File: src/rtl/toast_wb_unit.sv
// toast_wb_unit: writeback stage owning the register-file write port.
// In-order pending queue, load response pairing, load formatting, instret.
module toast_wb_unit #(
    parameter int REG_DATA_WIDTH     = 32,
    parameter int REGFILE_ADDR_WIDTH = 5,
    parameter int QUEUE_DEPTH        = 4
) (
    input  logic                          clk_i,
    input  logic                          reset_i,
    input  logic                          mem_valid_i,
    output logic                          mem_ready_o,
    input  logic [REGFILE_ADDR_WIDTH-1:0] mem_rd_addr_i,
    input  logic                          mem_rd_wr_i,
    input  logic                          mem_is_load_i,
    input  logic [2:0]                    mem_load_type_i,
    input  logic [1:0]                    mem_byte_off_i,
    input  logic [REG_DATA_WIDTH-1:0]     mem_result_i,
    input  logic                          dmem_rvalid_i,
    input  logic [REG_DATA_WIDTH-1:0]     dmem_rdata_i,
    output logic [REGFILE_ADDR_WIDTH-1:0] rd_addr_o,
    output logic [REG_DATA_WIDTH-1:0]     rd_wr_data_o,
    output logic                          rd_wr_en_o,
    output logic [63:0]                   instret_o,
    output logic                          busy_o,
    output logic                          err_o
);
    localparam int PW = $clog2(QUEUE_DEPTH);
    localparam int CW = $clog2(QUEUE_DEPTH + 1);

    typedef struct packed {
        logic [REGFILE_ADDR_WIDTH-1:0] rd_addr;
        logic                          rd_wr;
        logic                          is_load;
        logic [2:0]                    load_type;
        logic [1:0]                    byte_off;
        logic [REG_DATA_WIDTH-1:0]     result;
    } entry_t;

    entry_t                          q_q [QUEUE_DEPTH];
    logic [PW-1:0]                   rd_ptr_q, wr_ptr_q;
    logic [CW-1:0]                   count_q, count_d;
    logic                            buf_full_q, buf_full_d;
    logic [REG_DATA_WIDTH-1:0]       buf_data_q, buf_data_d;
    logic [REGFILE_ADDR_WIDTH-1:0]   rd_addr_q, rd_addr_d;
    logic [REG_DATA_WIDTH-1:0]       rd_data_q, rd_data_d;
    logic                            rd_en_q, rd_en_d;
    logic [63:0]                     instret_q;
    logic                            err_q, err_d;

    entry_t                          head;
    logic                            push, pop, use_buf, use_live;
    logic                            any_load, cap_evt, resp_err, bad_type, wr;
    logic [REG_DATA_WIDTH-1:0]       raw, wdata;

    // Raw aligned word to formatted register value
    function automatic logic [31:0] fmt(input logic [31:0] w,
                                        input logic [2:0]  t,
                                        input logic [1:0]  off);
        logic [7:0]  b;
        logic [15:0] h;
        b = w[{off, 3'b000} +: 8];
        h = off[1] ? w[31:16] : w[15:0];
        case (t)
            3'b000:  fmt = {{24{b[7]}}, b};
            3'b001:  fmt = {{16{h[15]}}, h};
            3'b100:  fmt = {24'b0, b};
            3'b101:  fmt = {16'b0, h};
            default: fmt = w;
        endcase
    endfunction

    assign mem_ready_o = !reset_i && (count_q != CW'(QUEUE_DEPTH));
    assign push        = mem_valid_i && mem_ready_o;
    assign busy_o      = (count_q != '0) || buf_full_q;
    assign rd_addr_o    = rd_addr_q;
    assign rd_wr_data_o = rd_data_q;
    assign rd_wr_en_o   = rd_en_q;
    assign instret_o    = instret_q;
    assign err_o        = err_q;

    // Retire decision at the head: buffered response beats a live one
    always_comb begin
        head     = q_q[rd_ptr_q];
        pop      = 1'b0;
        use_buf  = 1'b0;
        use_live = 1'b0;
        raw      = buf_data_q;
        if (count_q != '0) begin
            if (!head.is_load) begin
                pop = 1'b1;
            end else if (buf_full_q) begin
                pop     = 1'b1;
                use_buf = 1'b1;
            end else if (dmem_rvalid_i) begin
                pop      = 1'b1;
                use_live = 1'b1;
                raw      = dmem_rdata_i;
            end
        end
    end

    // Does any pending entry still expect a response
    always_comb begin
        any_load = 1'b0;
        for (int i = 0; i < QUEUE_DEPTH; i++) begin
            if (CW'(i) < count_q && q_q[rd_ptr_q + PW'(i)].is_load)
                any_load = 1'b1;
        end
    end

    // Response buffering, formatting, write-port and error next state
    always_comb begin
        cap_evt  = dmem_rvalid_i && !use_live;
        resp_err = cap_evt && (buf_full_q || !any_load);
        bad_type = !(head.load_type inside {3'b000, 3'b001, 3'b010,
                                            3'b100, 3'b101});
        buf_full_d = buf_full_q && !use_buf;
        buf_data_d = buf_data_q;
        if (cap_evt && !resp_err) begin
            buf_full_d = 1'b1;
            buf_data_d = dmem_rdata_i;
        end
        wdata = head.is_load ? fmt(raw, head.load_type, head.byte_off)
                             : head.result;
        wr        = pop && head.rd_wr && (head.rd_addr != '0);
        rd_en_d   = wr;
        rd_addr_d = wr ? head.rd_addr : '0;
        rd_data_d = wr ? wdata : '0;
        err_d     = err_q || resp_err || (pop && head.is_load && bad_type);
        count_d   = count_q + CW'(push) - CW'(pop);
    end

    // State update with synchronous reset
    always_ff @(posedge clk_i) begin
        if (reset_i) begin
            for (int i = 0; i < QUEUE_DEPTH; i++) q_q[i] <= '0;
            rd_ptr_q   <= '0;
            wr_ptr_q   <= '0;
            count_q    <= '0;
            buf_full_q <= 1'b0;
            buf_data_q <= '0;
            rd_addr_q  <= '0;
            rd_data_q  <= '0;
            rd_en_q    <= 1'b0;
            instret_q  <= '0;
            err_q      <= 1'b0;
        end else begin
            if (push) begin
                q_q[wr_ptr_q] <= '{mem_rd_addr_i, mem_rd_wr_i, mem_is_load_i,
                                   mem_load_type_i, mem_byte_off_i,
                                   mem_result_i};
                wr_ptr_q <= wr_ptr_q + 1'b1;
            end
            if (pop) begin
                rd_ptr_q  <= rd_ptr_q + 1'b1;
                instret_q <= instret_q + 64'd1;
            end
            count_q    <= count_d;
            buf_full_q <= buf_full_d;
            buf_data_q <= buf_data_d;
            rd_addr_q  <= rd_addr_d;
            rd_data_q  <= rd_data_d;
            rd_en_q    <= rd_en_d;
            err_q      <= err_d;
        end
    end
endmodule

File: config.mk
export PLATFORM = sky130hd
export DESIGN_NAME = toast_wb_unit
export DESIGN_NICKNAME = d
export VERILOG_FILES = /design/src/rtl/toast_wb_unit.sv
export SDC_FILE = /design/constraint.sdc
export NUM_CORES = 1
export LEC_CHECK = 0
export CAP_MARGIN = 25
export CORE_ASPECT_RATIO = 0.75
export CORE_MARGIN = 1
export CORE_UTILIZATION = 38
export CTS_CLUSTER_SIZE = 24
export DETAILED_ROUTE_END_ITERATION = 8
export DONT_BUFFER_PORTS = 1
export GPL_TIMING_DRIVEN = 0
export RECOVER_POWER = 100
export SKIP_LAST_GASP = 1
export SLEW_MARGIN = 20
export SYNTH_ARGS = -nofsm -noshare
export SYNTH_HDL_FRONTEND = slang
export SYNTH_SLANG_ARGS = --single-unit
export TNS_END_PERCENT = 30
File: constraint.sdc
create_clock -name clk_i -period 5.1 [get_ports clk_i]
set_clock_uncertainty 0.2 [all_clocks]
set_input_delay 1.02 -clock clk_i [delete_from_list [all_inputs] [get_ports clk_i]]
set_output_delay 1.02 -clock clk_i [all_outputs]
set_load 0.02 [all_outputs]
==> results of run 1 <==
-- sequential cells by signal, indices dropped and copies added, names as in the netlist, named ones only --
signal        count
q_q             176
rd_addr_o         5
buf_data_q       32
wr_ptr_q          2
rd_ptr_q          2
buf_full_q        1
rd_wr_en_o        1
instret_o        64
count_q           3
err_o             1
rd_wr_data_o     32
-- synth_stat cells (all sizes together), types with 2 or more instances --
master     n
or3       14
or4        9
or2        3
edfxtp   176
and3     103
nor2     102
nor2b      8
clkbuf    55
mux2i     75
a211oi     2
nor3      21
a21oi     48
xnor2     19
ha         5
a221oi     7
nand2b     7
nand4     20
o2bb2ai    4
o22ai      7
a21o       3
and2      92
nand2     53
o22a       3
mux4      47
nand3b     2
nand3     31
nor4       9
buf       22
dfxtp    145
a31oi      8
inv       17
xor2      22
and4      10
mux2      24
o31ai      7
o21ai     44
-- area by class of cell --
type / instances / area (sq um)
antenna: 1 / 2.502
buffer: 77 / 300.3
clock buffer: 45 / 954.7
clock inverter: 19 / 205.2
fill: 3415 / 21070
inverter: 18 / 67.56
multi-input combinational: 820 / 6023
sequential: 321 / 8188
tap: 504 / 630.6
timing repair buffer: 4 / 36.28
-- layer usage --
metal | vias to the layer above | track usage (%)
met1 | 5068 | 30.65
met4 | 0 | 5.690
met5 | - | 0
met2 | 396 | 32.26
li1 | 4666 | -
met3 | 61 | 6.695
-- cells by family (layout without fill, tap and decap cells) --
| kind of cell | count (synthesis) | after routing | share of synthesized area (%) |
|---|---|---|---|
| flops | 321 | 321 | 55.98 |
| compound gates | 141 | 141 | 5.860 |
| mux | 146 | 146 | 14.22 |
| fa+ha+maj | 6 | 6 | 0.5646 |
| xor+xnor | 41 | 41 | 2.455 |
| buf+inv | 95 | 163 | 2.669 |
| simple gates | 486 | 486 | 18.25 |
| other cells | 0 | 1 | 0 |
-- final timing paths --
| check | end | slack, ns | cells past startpoint |
|---|---|---|---|
| max | q_q[3][42] | 0.45 | 8 |
| min reg2reg | buf_data_q[24] | 0.30 | 2 |
| min | buf_data_q[24] | 0.30 | 2 |
| max reg2reg | q_q[3][42] | 0.75 | 8 |
-- critical path, stage by stage --
cell,delay [ns]
sky130_fd_sc_hd__clkbuf_1,0.28
sky130_fd_sc_hd__a21oi_1,0.91
sky130_fd_sc_hd__and2_0,0.31
sky130_fd_sc_hd__inv_1,0.13
sky130_fd_sc_hd__nor2_1,0.73
sky130_fd_sc_hd__clkbuf_1,0.50
sky130_fd_sc_hd__nor2_1,0.19
sky130_fd_sc_hd__clkbuf_2,0.48
-- where the power goes --
group	leakage, nW	switching, mW	internal (mW)	total (mW)
Combinational	2.64	1.31	0.825	2.14
Clock	0.560	1.09	1.50	2.58
Sequential	2.99	0.209	3.03	3.24
==> results.md, run 1 <==
- The flow ran to the end, and the final reports show no timing, DRC or antenna violations.
- Setup repair after global routing left no endpoint under its margin.
- The floorplan step defined a die boundary enclosing 39280 sq um.
- The hold path startpoint is buf_data_q[24].
- The final route contains between 10000 and 15000 vias.
- The count of endpoints failing hold in the final timing report is 0.
- The number of antenna violations at the first check in global routing is 3.
- Synthesis produced a netlist whose cell count is 1236.
- The beginning of the critical path is reset_i.
- The die is approximately 170 um tall.
- The H-tree was split into 2 levels.
- The routed design uses just over 4000 um of met3 wire.
- The total overflow left after global routing is 0.
- In the final layout, the share of cells above drive strength 1 is 10.81%.
- The time the worst path needs with I/O delays and setup is 4.646 ns.
- The first-pass GRT wire length is 63640 um.
- The final total power is 7.965 mW.
- After clock tree synthesis, the clock-pin slew on the worst setup and hold paths is about 0.060 ns.
- The number of setup buffers added after CTS is 0.
- The class of the worst hold path is reg -> reg.
- The number of maximum-capacitance constraint violations is 0.
- The startpoint of the lowest-slack register-to-register path is count_q[1].
- The number of top-level pins is 185.
- The number of optimization iterations in the first detailed-route pass is 5.
- STA classifies the critical path endpoint as a register.
- In the synthesized netlist the dominant register cell turns out to be sky130_fd_sc_hd__edfxtp_1.
- The initial utilization of the core area, before any placement, comes to 39.03%.
- The peak fanout along the critical path is 23.
- Summed over all instances, the cell type with the most area after synthesis is sky130_fd_sc_hd__edfxtp_1.
- Post-CTS repair changed the size of 0 cells.
- The final wirelength is 43040 um.
- The required time at the endpoint of the critical path is about 5 ns.
- The kind of start point of the critical path is an input port.
- After the first detailed-routing iteration, the DRC count stood at 971.
- The global placement routability congestion is 0.8570.
- TritonCTS built the clock tree.
- The fmax is about 220 MHz.
- The longest clock path from root to sink contains 3 buffers.
- The ratio of total power to cell area is 485.4 nW/um^2.
- Setup violations remaining at the end of the flow were counted as 0.
- For this design the static power due to leakage is 6.194 nW.
- The insertion delay to the later sink of the worst-skew pair is 0.54 ns.
- Including well taps, the total number of placed cells is roughly 1700.
- The critical path is of the in -> reg type.
- The library cell used most frequently in the layout, excluding fill and tap cells, is sky130_fd_sc_hd__edfxtp_1.
- Compared with the post-synthesis result, the final layout area differs by 12.19%.
- The number of different library cells in the post-synthesis netlist is 59.
- The tightest hold margin is 0.2955 ns.
- The number of buffers added to fix hold violations after cts is 0.
- The met2 wire length is about 19000 um.
- The worst setup margin is 0.4542 ns.
- The Yosys step of the flow raised 0 warnings.
- The area of the mapped netlist is 14630 sq um.
- The worst-case headroom to the max-slew limit is approximately 8.3%.
- The number of remaining DRC errors is 0.
- The count of cells in the finished layout, fillers not included, comes to 1809.
- The master cell of the clock root buffer is sky130_fd_sc_hd__clkbuf_16.
- The total number of nets in the final design is 1364.
- Prior to clock tree synthesis, the placed netlist has a worst setup slack of just under 0.3 ns.
- The number of pins with negative max-slew slack in the final report is 0.
- In this run the cell area measured after placement is 15330 sq um.
- The number of global-route vias before repair is 9880.
- The mean instance size in the synthesized netlist is 11.83 sq um.
- The worst-case IR drop observed on VDD is 0.2317 mV.
- The vias per cell is 5.633.
- Entering global routing, the biggest net connects 45 pins.
- The slew of the pin with the lowest slew margin is between 1 and 1.5 ns.
- The wire length on met1 is 19610 um.
- Dividing the detail-routed wire length by the instance count gives 23.79 um.
- The net count after synthesis is 1322.
- The critical path data arrival time is 4.57 ns.
- The floorplan step defined a core boundary enclosing 37470 sq um.
- The count of flip-flops with a built-in enable after synthesis is 176.
- The clock net sink count is 321.
- In this run the top signal layer used is met4.
- The die boundary width is 228.5 um.
- The sequential element share of the synthesized area is 55.98%.
- After routing, the total negative slack on setup checks comes to 0 ns.
- By area the synthesized netlist is led by sky130_fd_sc_hd__edfxtp_1 36%, sky130_fd_sc_hd__dfxtp_1 20%, sky130_fd_sc_hd__mux4_2 7.2%.
- Detailed placement finished with a half-perimeter wire length of 30110 um.
- Row generation in the floorplan step produced 61 rows.
- The number of nets still failing antenna checks after routing is 0.
- The number of register bits inferred by synthesis is 321.
- The count of port buffers added during placement is 0.
- The portion of the clock cycle consumed by the worst path in the final layout is 91.09%.
- The synthesized design devotes to its leading area cell type 36.14% of total area.
- The number of buffers created by CTS is 36.
- The finished cells cover 16410 sq um.
- For this run, the total global-route usage over all layers was measured as between 20% and 30%.
- The utilization after layout is a little over two fifths.
- The fraction of registers with async set/reset is 0%.
- In the layout the commonest cells are 176 x sky130_fd_sc_hd__edfxtp_1, 145 x sky130_fd_sc_hd__dfxtp_1, 103 x sky130_fd_sc_hd__and3_1, 102 x sky130_fd_sc_hd__nor2_1, 75 x sky130_fd_sc_hd__mux2i_1.
No activity file was read; power rests on OpenSTA's default activity.
==> run 2, diff against run 1 <==
--- a/config.mk
+++ b/config.mk
@@ -5,6 +5,7 @@
 export SDC_FILE = /design/constraint.sdc
 export NUM_CORES = 1
 export LEC_CHECK = 0
+export ABC_AREA = 1
 export CAP_MARGIN = 25
 export CORE_ASPECT_RATIO = 0.75
 export CORE_MARGIN = 1
==> constraint.sdc (replaced) <==
create_clock -name clk_i -period 4.22 [get_ports clk_i]
set_clock_uncertainty 0.2 [all_clocks]
set_input_delay 0.844 -clock clk_i [delete_from_list [all_inputs] [get_ports clk_i]]
set_output_delay 0.844 -clock clk_i [all_outputs]
set_load 0.02 [all_outputs]
==> results.md, run 2 <==
- The clock-pin slew reported for the worst setup and hold paths after clock tree synthesis is 0.06 ns (about the same).
- The final setup violation count was 0 (unchanged).
- The maximum resistive drop on vdd is 0.3727 mV (was 0.2317 mV).
- The fraction of registers with async set/reset came to 0% (unchanged).
- The time the worst path needs with I/O delays and setup is 3.924 ns.
- The portion of the clock cycle consumed by the worst path in the final layout is 92.99%.
- The total via count after detailed routing is 13610 (was 10190).
- The overall die area is 42460 sq um (was 39280 sq um).
- The global placement routability congestion came to 0.9670 (was 0.8570).
- The area fraction of the dominant cell type after synthesis is 33.41% (was 36.14%).
- The number of nets still failing antenna checks after routing is 0 (unchanged).
- The placed cell count is 2483 (was 1742).
- The first-pass GRT wire length is 77290 um (was 63640 um).
- The CTS H-tree depth is 2 (unchanged).
- The total routing resource utilization after global routing is 24.45% (was 21.72%).
- Commonest cells after routing, fill and taps aside: 359 x sky130_fd_sc_hd__nand2_1, 331 x sky130_fd_sc_hd__nor2_1, 198 x sky130_fd_sc_hd__inv_1, 176 x sky130_fd_sc_hd__edfxtp_1, 153 x sky130_fd_sc_hd__a21oi_1 (was 176 x sky130_fd_sc_hd__edfxtp_1, 145 x sky130_fd_sc_hd__dfxtp_1, 103 x sky130_fd_sc_hd__and3_1, 102 x sky130_fd_sc_hd__nor2_1, 75 x sky130_fd_sc_hd__mux2i_1).
- The number of remaining DRC errors is 0 (unchanged).
- The count of mapped cells out of synthesis is 1920 (was 1236).
- The count of port buffers added during placement is 0 (unchanged).
- The mean instance size in the synthesized netlist is 8.240 sq um (was 11.83 sq um).
- The number of global-route vias before repair is 12420 (was 9880).
- The most common library cell in the layout ignoring fill and taps was sky130_fd_sc_hd__nand2_1 (was sky130_fd_sc_hd__edfxtp_1).
- Outcome: complete, but fails checks (was complete, no violations).
- The cell taking the most area after synthesis is sky130_fd_sc_hd__edfxtp_1 (unchanged).
- The peak fanout along the critical path is 22 (was 23).
- Cell types with the highest counts after synthesis: 359 x sky130_fd_sc_hd__nand2_1, 331 x sky130_fd_sc_hd__nor2_1, 196 x sky130_fd_sc_hd__inv_1 (was 176 x sky130_fd_sc_hd__edfxtp_1, 145 x sky130_fd_sc_hd__dfxtp_1, 103 x sky130_fd_sc_hd__and3_1).
- The pin count of the biggest net entering global routing was 45 (unchanged).
- The hold path startpoint is buf_data_q[16] (was buf_data_q[24]).
- The clock share of power is 26.3% (was 32.4%).
- The count of endpoints failing hold in the final timing report was 0 (unchanged).
- The critical path data arrival time is 3.85 ns (was 4.57 ns).
- The worst-case hold path end point was buf_data_q[16] (was buf_data_q[24]).
- The number of flip-flops under the largest register name was 176 (unchanged).
- The most common cell in the netlist is sky130_fd_sc_hd__nand2_1 (was sky130_fd_sc_hd__edfxtp_1).
- The number of buffers created by CTS was 35 (was 36).
- The logic depth of the worst register-to-register path is 7 (was 8).
- The number of top-level pins is 185 (unchanged).
- The switching power total is 4.755 mW (was 2.612 mW).
- The clock net sink count is 321 (unchanged).
- The number of synthesis warnings was 0 (unchanged).
- The final total power is 11.44 mW (was 7.965 mW).
- The cell-internal power is 6.685 mW (was 5.352 mW).
- The dominant register cell in the synthesized netlist is sky130_fd_sc_hd__edfxtp_1 (unchanged).
- The number of non-filler instances in the completed layout is 2548 (was 1809).
- The static power due to leakage was 6.700 nW (was 6.194 nW).
- The checks that failed: capacitance limit, slew limit.
- The total of cells resized after clock tree synthesis is 0 (unchanged).
- The total global routing overflow is 0 (unchanged).
- The chip height is 178.7 um (was 171.9 um).
- The portion of total power attributed to combinational logic is 38.0% (was 26.9%).
- The number of standard-cell rows in the floorplan came to 64 (was 61).
- The worst-case headroom to the max-slew limit was -9.789% (was 8.323%).
- The fmax is 254.8 MHz.
- The mean routed wirelength per cell is 20.77 um (was 23.79 um).
- The core area came to 40920 sq um (was 37470 sq um).
- The starting utilization of the core area is 38.66% (was 39.03%).
- The worst hold path depth came to 2 (unchanged).
- The final HPWL from detailed placement was 38900 um (was 30110 um).
- The maximum buffer depth of the clock tree is 3 (unchanged).
- The ratio of total power to cell area is 650.7 nW/um^2 (was 485.4 nW/um^2).
- The slew of the pin with the lowest slew margin is 1.647 ns (was 1.365 ns).
- The TritonCTS clock tree is built (unchanged).
- The beginning of the critical path is count_q[0] (was reset_i).
- The number of buffers added to fix hold violations after cts was 0 (unchanged).
- The insertion delay to the later sink of the worst-skew pair is 0.55 ns (was 0.54 ns).
- The number of different library cells in the post-synthesis netlist is 53 (was 59).
- The vias per cell came to 5.341 (was 5.633).
- The number of setup buffers added after CTS was 0 (unchanged).
- Top area cells in the synthesized netlist: sky130_fd_sc_hd__edfxtp_1 33%, sky130_fd_sc_hd__dfxtp_1 18%, sky130_fd_sc_hd__nand2_1 8.5% (was sky130_fd_sc_hd__edfxtp_1 36%, sky130_fd_sc_hd__dfxtp_1 20%, sky130_fd_sc_hd__mux4_2 7.2%).
- The net count after synthesis was 2006 (was 1322).
- The number of DRC markers after the initial detailed-route iteration is 1315 (was 971).
- The total number of nets in the final design was 2045 (was 1364).
- The area overhead of the layout relative to synthesis is 11.14% (was 12.19%).
- The worst-case register-to-register setup slack is 0.30 ns (was 0.75 ns).
- The startpoint of the lowest-slack register-to-register path is count_q[0] (was count_q[1]).
- Setup repair after global routing missed its margin: no (unchanged).
- The count of flip-flops with a built-in enable after synthesis is 176 (unchanged).
- The fill cell total of the finished layout is 4090 (was 3415).
- The number of antenna violations at the first check in global routing is 1 (was 3).
- The switching fraction of total power is 41.56% (was 32.80%).
- The sort of element at the end of the critical path is a register (unchanged).
- The number of pins with negative max-slew slack in the final report was 23 (was 0).
- The sequential element share of the synthesized area is 51.76% (was 55.98%).
- The capturing point of the worst reg2reg path is q_q[3][11] (was q_q[3][42]).
- The number of register bits inferred by synthesis came to 321 (unchanged).
- The class of the worst hold path was reg -> reg (unchanged).
- The area of the mapped netlist is 15820 sq um (was 14630 sq um).
- The master cell of the clock root buffer is sky130_fd_sc_hd__clkbuf_16 (unchanged).
- The die boundary width is 237.6 um (was 228.5 um).
- The register share of total power is 35.7% (was 40.7%).
- The number of maximum-capacitance constraint violations was 1 (was 0).
- The number of optimization iterations in the first detailed-route pass came to 6 (was 5).
- The register ranked first by flip-flop count is q_q (unchanged).
- The final wirelength was 52930 um (was 43040 um).
- The kind of start point of the critical path is a register (was input port).
- The classification of the worst setup path is reg -> reg (was in -> reg).
- The required time at the endpoint of the critical path is 4.15 ns (was 5.02 ns).
- The ratio of cells with drive above 1 in the final layout came to 7.402% (was 10.81%).
[run 2: critical path, cell delays in order, from the launching register on]
cell and delay (ns):
sky130_fd_sc_hd__dfxtp_1 0.38, sky130_fd_sc_hd__inv_1 0.09, sky130_fd_sc_hd__a31oi_1 0.64, sky130_fd_sc_hd__nand2_1 0.36
sky130_fd_sc_hd__o21ai_0 0.39, sky130_fd_sc_hd__inv_1 0.09, sky130_fd_sc_hd__nor2_1 0.13, sky130_fd_sc_hd__clkbuf_1 1.21
[run 2: kinds of logic after synthesis]
kind of cell | share of synthesized area, %
compound gates | 13.28
xor+xnor | 2.657
fa+ha+maj | 0.5220
buf+inv | 8.447
flops | 51.76
simple gates | 23.34
[run 2: worst max-delay path by stage]
stage                             to  slack (ns)  cells past startpoint
after floorplan            q_q[1][0]        0.64                      6
after global placement    q_q[1][13]       -1.02                      6
after detailed placement  count_q[2]       -0.01                     11
after CTS                 q_q[1][10]        0.29                      7
after global routing      count_q[2]        0.11                     18
final                     q_q[3][11]        0.30                      7
[run 2: metal layers]
metal  vias to the layer above  wire length (um)  GRT usage, %
met2                       578             21560         34.56
met1                      6525             24450         35.77
met3                        90              5232         6.620
li1                       6417                 -             -
met4                         0              1691         7.984
met5                         -                 0             0
[run 2: through the flow]
step                TNS [ns]  cell area, sq um  setup slack [ns]  utilization, %  hold WS [ns]
floorplan                  0             15820            0.6404               -        0.2205
global placement     -154.83             16520            -1.019           40.38        0.2297
detailed placement  -0.01391             16590          -0.01391           40.55        0.2343
CTS                        0             17700            0.2908           43.25        0.2436
global route               0             17580            0.1079           42.96        0.2683
finish                     0             17580            0.2959           42.97        0.2475
[run 2: power groups by stage]
stage / clock network [mW] / registers (mW) / logic [mW]
finish: 3.01 / 4.08 / 4.34
global route: 3.18 / 4.13 / 4.74
CTS: 3.05 / 4.08 / 4.34
detailed placement: 0 / 4.14 / 4.32
global placement: 0 / 4.14 / 4.24
floorplan: 0 / 4.08 / 2.95
[run 2: layout make-up]
cell class	count	area, sq um	share of cell area [%]
Clock buffer	51	996.0	5.665
Inverter	207	784.5	4.462
Tap cell	561	701.9	3.992
Sequential cell	321	8188	46.57
Multi-Input combinational cell	1296	6271	35.67
Timing Repair Buffer	2	7.507	0.04270
Buffer	96	520.5	2.960
Clock inverter	13	110.1	0.6262
Antenna cell	1	2.502	0.01423
==> run 3, diff against run 2 <==
--- a/config.mk
+++ b/config.mk
@@ -10,6 +10,7 @@
 export CORE_ASPECT_RATIO = 0.75
 export CORE_MARGIN = 1
 export CORE_UTILIZATION = 38
+export CTS_BUF_LIST = sky130_fd_sc_hd__clkbuf_2
 export CTS_CLUSTER_SIZE = 24
 export DETAILED_ROUTE_END_ITERATION = 8
 export DONT_BUFFER_PORTS = 1
==> results.md, run 3 (synthesis results as in run 2) <==
- Outcome: complete, but fails checks (unchanged).
- Failing checks: capacitance limit, slew limit (unchanged).
- Ordered cell list for the critical path: inv_1 > a31oi_1 > nand2_1 > clkbuf_1 > clkbuf_1 > ha_1 > inv_1 > ha_1 > inv_1 > fa_1 > xnor2_1 > nor2_1 (was inv_1 > a31oi_1 > nand2_1 > o21ai_0 > inv_1 > nor2_1 > clkbuf_1).
- The worst setup margin is 0.3049 ns (was 0.2959 ns).
- The starting utilization of the core area was 38.66% (unchanged).
- The number of maximum-capacitance constraint violations is 1 (unchanged).
- The worst-case register-to-register setup slack is 0.30 ns (about the same).
- The global placement routability congestion came to 0.9670 (unchanged).
- The kind of cell adding the most delay to the critical path is buffers and inverters (unchanged).
- The hold path startpoint is dmem_rvalid_i (was buf_data_q[16]).
- The number of DRC markers after the initial detailed-route iteration is 1377 (was 1315).
- The critical path data arrival time was 4.63 ns (was 3.85 ns).
- The maximum cell stage delay along the critical path is 0.65 ns (was 1.21 ns).
- The area overhead of the layout relative to synthesis is 14.14% (was 11.14%).
- The CTS H-tree depth is 3 (was 2).
- The time the worst path needs with I/O delays and setup was 3.915 ns (was 3.924 ns).
- The vias per cell is 5.243 (was 5.341).
- The most common library cell in the layout ignoring fill and taps is sky130_fd_sc_hd__nand2_1 (unchanged).
- The total number of nets in the final design is 2169 (was 2045).
- The final wirelength is 54370 um (was 52930 um).
- The post-route cell area is 18060 sq um (was 17580 sq um).
- The number of standard-cell rows in the floorplan was 64 (unchanged).
- The ratio of total power to cell area is 600.0 nW/um^2 (was 650.7 nW/um^2).
- The portion of the clock cycle consumed by the worst path in the final layout is 92.77% (was 92.99%).
- The final HPWL from detailed placement is 38900 um (unchanged).
- The pre-CTS worst setup slack is -0.01391 ns (unchanged).
- The total cell area at the placement stage is 16590 sq um (unchanged).
- The insertion delay to the later sink of the worst-skew pair is 1.06 ns (was 0.55 ns).
- The logic depth of the worst register-to-register path was 12 (was 7).
- The clock-pin slew reported for the worst setup and hold paths after clock tree synthesis is 0.11 ns (was 0.06 ns).
- The number of logic stages on the critical path including buffering is 12 (was 7).
- The number of setup buffers added after CTS is 0 (unchanged).
- The number of remaining DRC errors is 0 (unchanged).
- The total routing resource utilization after global routing was 25.26% (was 24.45%).
- The maximum buffer depth of the clock tree is 3 (unchanged).
- The count of port buffers added during placement is 0 (unchanged).
- The kind of start point of the critical path is a register (unchanged).
- The fill cell total of the finished layout is 4136 (was 4090).
- The total via count after detailed routing is 14240 (was 13610).
- The number of nets still failing antenna checks after routing is 0 (unchanged).
- The number of global-route vias before repair is 13020 (was 12420).
- The master cell of the clock root buffer is sky130_fd_sc_hd__clkbuf_2 (was sky130_fd_sc_hd__clkbuf_16).
- The number of optimization iterations in the first detailed-route pass was 8 (was 6).
- The number of buffers created by CTS is 81 (was 35).
- The beginning of the critical path is count_q[0] (unchanged).
- The overall die area came to 42460 sq um (unchanged).
- The TritonCTS clock tree is built (unchanged).
- The critical path buffer and inverter count is 5 (was 3).
- The required time at the endpoint of the critical path is 4.94 ns (was 4.15 ns).
- The static power due to leakage was 7.084 nW (was 6.700 nW).
- The worst-case headroom to the max-slew limit is -6.381% (was -9.789%).
- Setup repair after global routing missed its margin: no (unchanged).
- The area of the multi-input gates came to 6257 sq um (was 6271 sq um).
- The first-pass GRT wire length came to 79280 um (was 77290 um).
- The final setup violation count came to 0 (unchanged).
- The number of antenna violations at the first check in global routing came to 4 (was 1).
- The register ranked first by flip-flop count is q_q (unchanged).
- The critical path endpoint was count_q[2] (was q_q[3][11]).
- The capturing point of the worst reg2reg path is count_q[2] (was q_q[3][11]).
- The final total negative setup slack is 0 ns (unchanged).
- The total global routing overflow is 0 (unchanged).
- The mean routed wirelength per cell came to 20.02 um (was 20.77 um).
- The sort of element at the end of the critical path is a register (unchanged).
- The startpoint of the lowest-slack register-to-register path is count_q[0] (unchanged).
- The register cell area after layout came to 8188 sq um (unchanged).
- The ratio of cells with drive above 1 in the final layout is 10.75% (was 7.402%).
- The number of pins with negative max-slew slack in the final report is 23 (unchanged).
- The fmax is 255.4 MHz (was 254.8 MHz).
- The core area is 40920 sq um (unchanged).
- The slew of the pin with the lowest slew margin is 1.596 ns (was 1.647 ns).
- The class of the worst hold path is in -> reg (was reg -> reg).
- The clock net sink count was 321 (unchanged).
- The maximum resistive drop on vdd was 0.2573 mV (was 0.3727 mV).
- The classification of the worst setup path is reg -> reg (unchanged).
- Commonest cells after routing, fill and taps aside: 360 x sky130_fd_sc_hd__nand2_1, 332 x sky130_fd_sc_hd__nor2_1, 199 x sky130_fd_sc_hd__inv_1, 176 x sky130_fd_sc_hd__edfxtp_1, 149 x sky130_fd_sc_hd__a21oi_1 (was 359 x sky130_fd_sc_hd__nand2_1, 331 x sky130_fd_sc_hd__nor2_1, 198 x sky130_fd_sc_hd__inv_1, 176 x sky130_fd_sc_hd__edfxtp_1, 153 x sky130_fd_sc_hd__a21oi_1).
- The pin count of the biggest net entering global routing is 45 (unchanged).
- The peak fanout along the critical path is 10 (was 22).
- The cell with the most instances on the worst path is sky130_fd_sc_hd__inv_1 (unchanged).
- The critical path's slowest cell is sky130_fd_sc_hd__a31oi_1 (was sky130_fd_sc_hd__clkbuf_1).
- The number of flip-flops under the largest register name is 176 (unchanged).
- The die boundary width is 237.6 um (unchanged).
- The chip height is 178.7 um (unchanged).
- The number of top-level pins came to 185 (unchanged).
- The count of endpoints failing hold in the final timing report is 0 (unchanged).
run 3: layout make-up:
type,count,share of cell area [%]
Antenna cell,5,0.06929
Clock inverter,17,0.8592
Tap cell,561,3.887
Timing Repair Buffer,80,4.365
Sequential cell,321,45.34
Buffer,96,2.820
Clock buffer,132,3.659
Multi-Input combinational cell,1296,34.65
Inverter,207,4.345
run 3: timing repair:
action,4_1_cts,5_1_grt
resized for setup,0,0
hold buffers,78,0
endpoints found under the hold margin,239,0
run 3: power by group:
part / switching (mW) / total, mW / leakage [nW] / internal, mW
Sequential: 0.297 / 4.07 / 2.99 / 3.77
Clock: 1.36 / 2.36 / 0.615 / 1.00
Combinational: 3.14 / 4.41 / 3.47 / 1.27
Total: 4.79 / 10.8 / 7.08 / 6.04
run 3: routing by layer:
layer / track usage (%) / up-vias / wire (um)
met5: 0 / - / 0
met4: 9.220 / 0 / 1729
met3: 7.914 / 113 / 5808
met2: 35.58 / 715 / 22280
met1: 36.01 / 6686 / 24550
li1: - / 6721 / -
run 3: worst min path at each step:
stage	endpoint	cells past startpoint
final	err_o	5
after global routing	rd_wr_data_o[9]	6
after CTS	rd_wr_data_o[18]	4
after detailed placement	buf_data_q[16]	2
after global placement	buf_data_q[16]	2
after floorplan	buf_data_q[16]	2
run 3: through the flow:
| step | hold slack [ns] | cells | utilization [%] | total power [mW] |
|---|---|---|---|---|
| 2_1_floorplan | 0.2205 | 1920 | - | 7.030 |
| 5_1_grt | 0.1179 | 2712 | 44.11 | 11.47 |
| 6_report | 0.1865 | 2715 | 44.13 | 10.83 |
| 4_1_cts | 0.05397 | 2710 | 44.45 | 10.87 |
| 3_3_place_gp | 0.2297 | 2481 | 40.38 | 8.383 |
| 3_5_place_dp | 0.2343 | 2483 | 40.55 | 8.463 |
run 3: worst reg2reg max path, stage by stage, from the launching register on:
cell and delay, ns:
sky130_fd_sc_hd__dfxtp_1 0.39, sky130_fd_sc_hd__inv_1 0.09, sky130_fd_sc_hd__a31oi_1 0.65, sky130_fd_sc_hd__nand2_1 0.38, sky130_fd_sc_hd__clkbuf_1 0.43, sky130_fd_sc_hd__clkbuf_1 0.43, sky130_fd_sc_hd__ha_1 0.40, sky130_fd_sc_hd__inv_1 0.05
sky130_fd_sc_hd__ha_1 0.13, sky130_fd_sc_hd__inv_1 0.05, sky130_fd_sc_hd__fa_1 0.38, sky130_fd_sc_hd__xnor2_1 0.18, sky130_fd_sc_hd__nor2_1 0.06
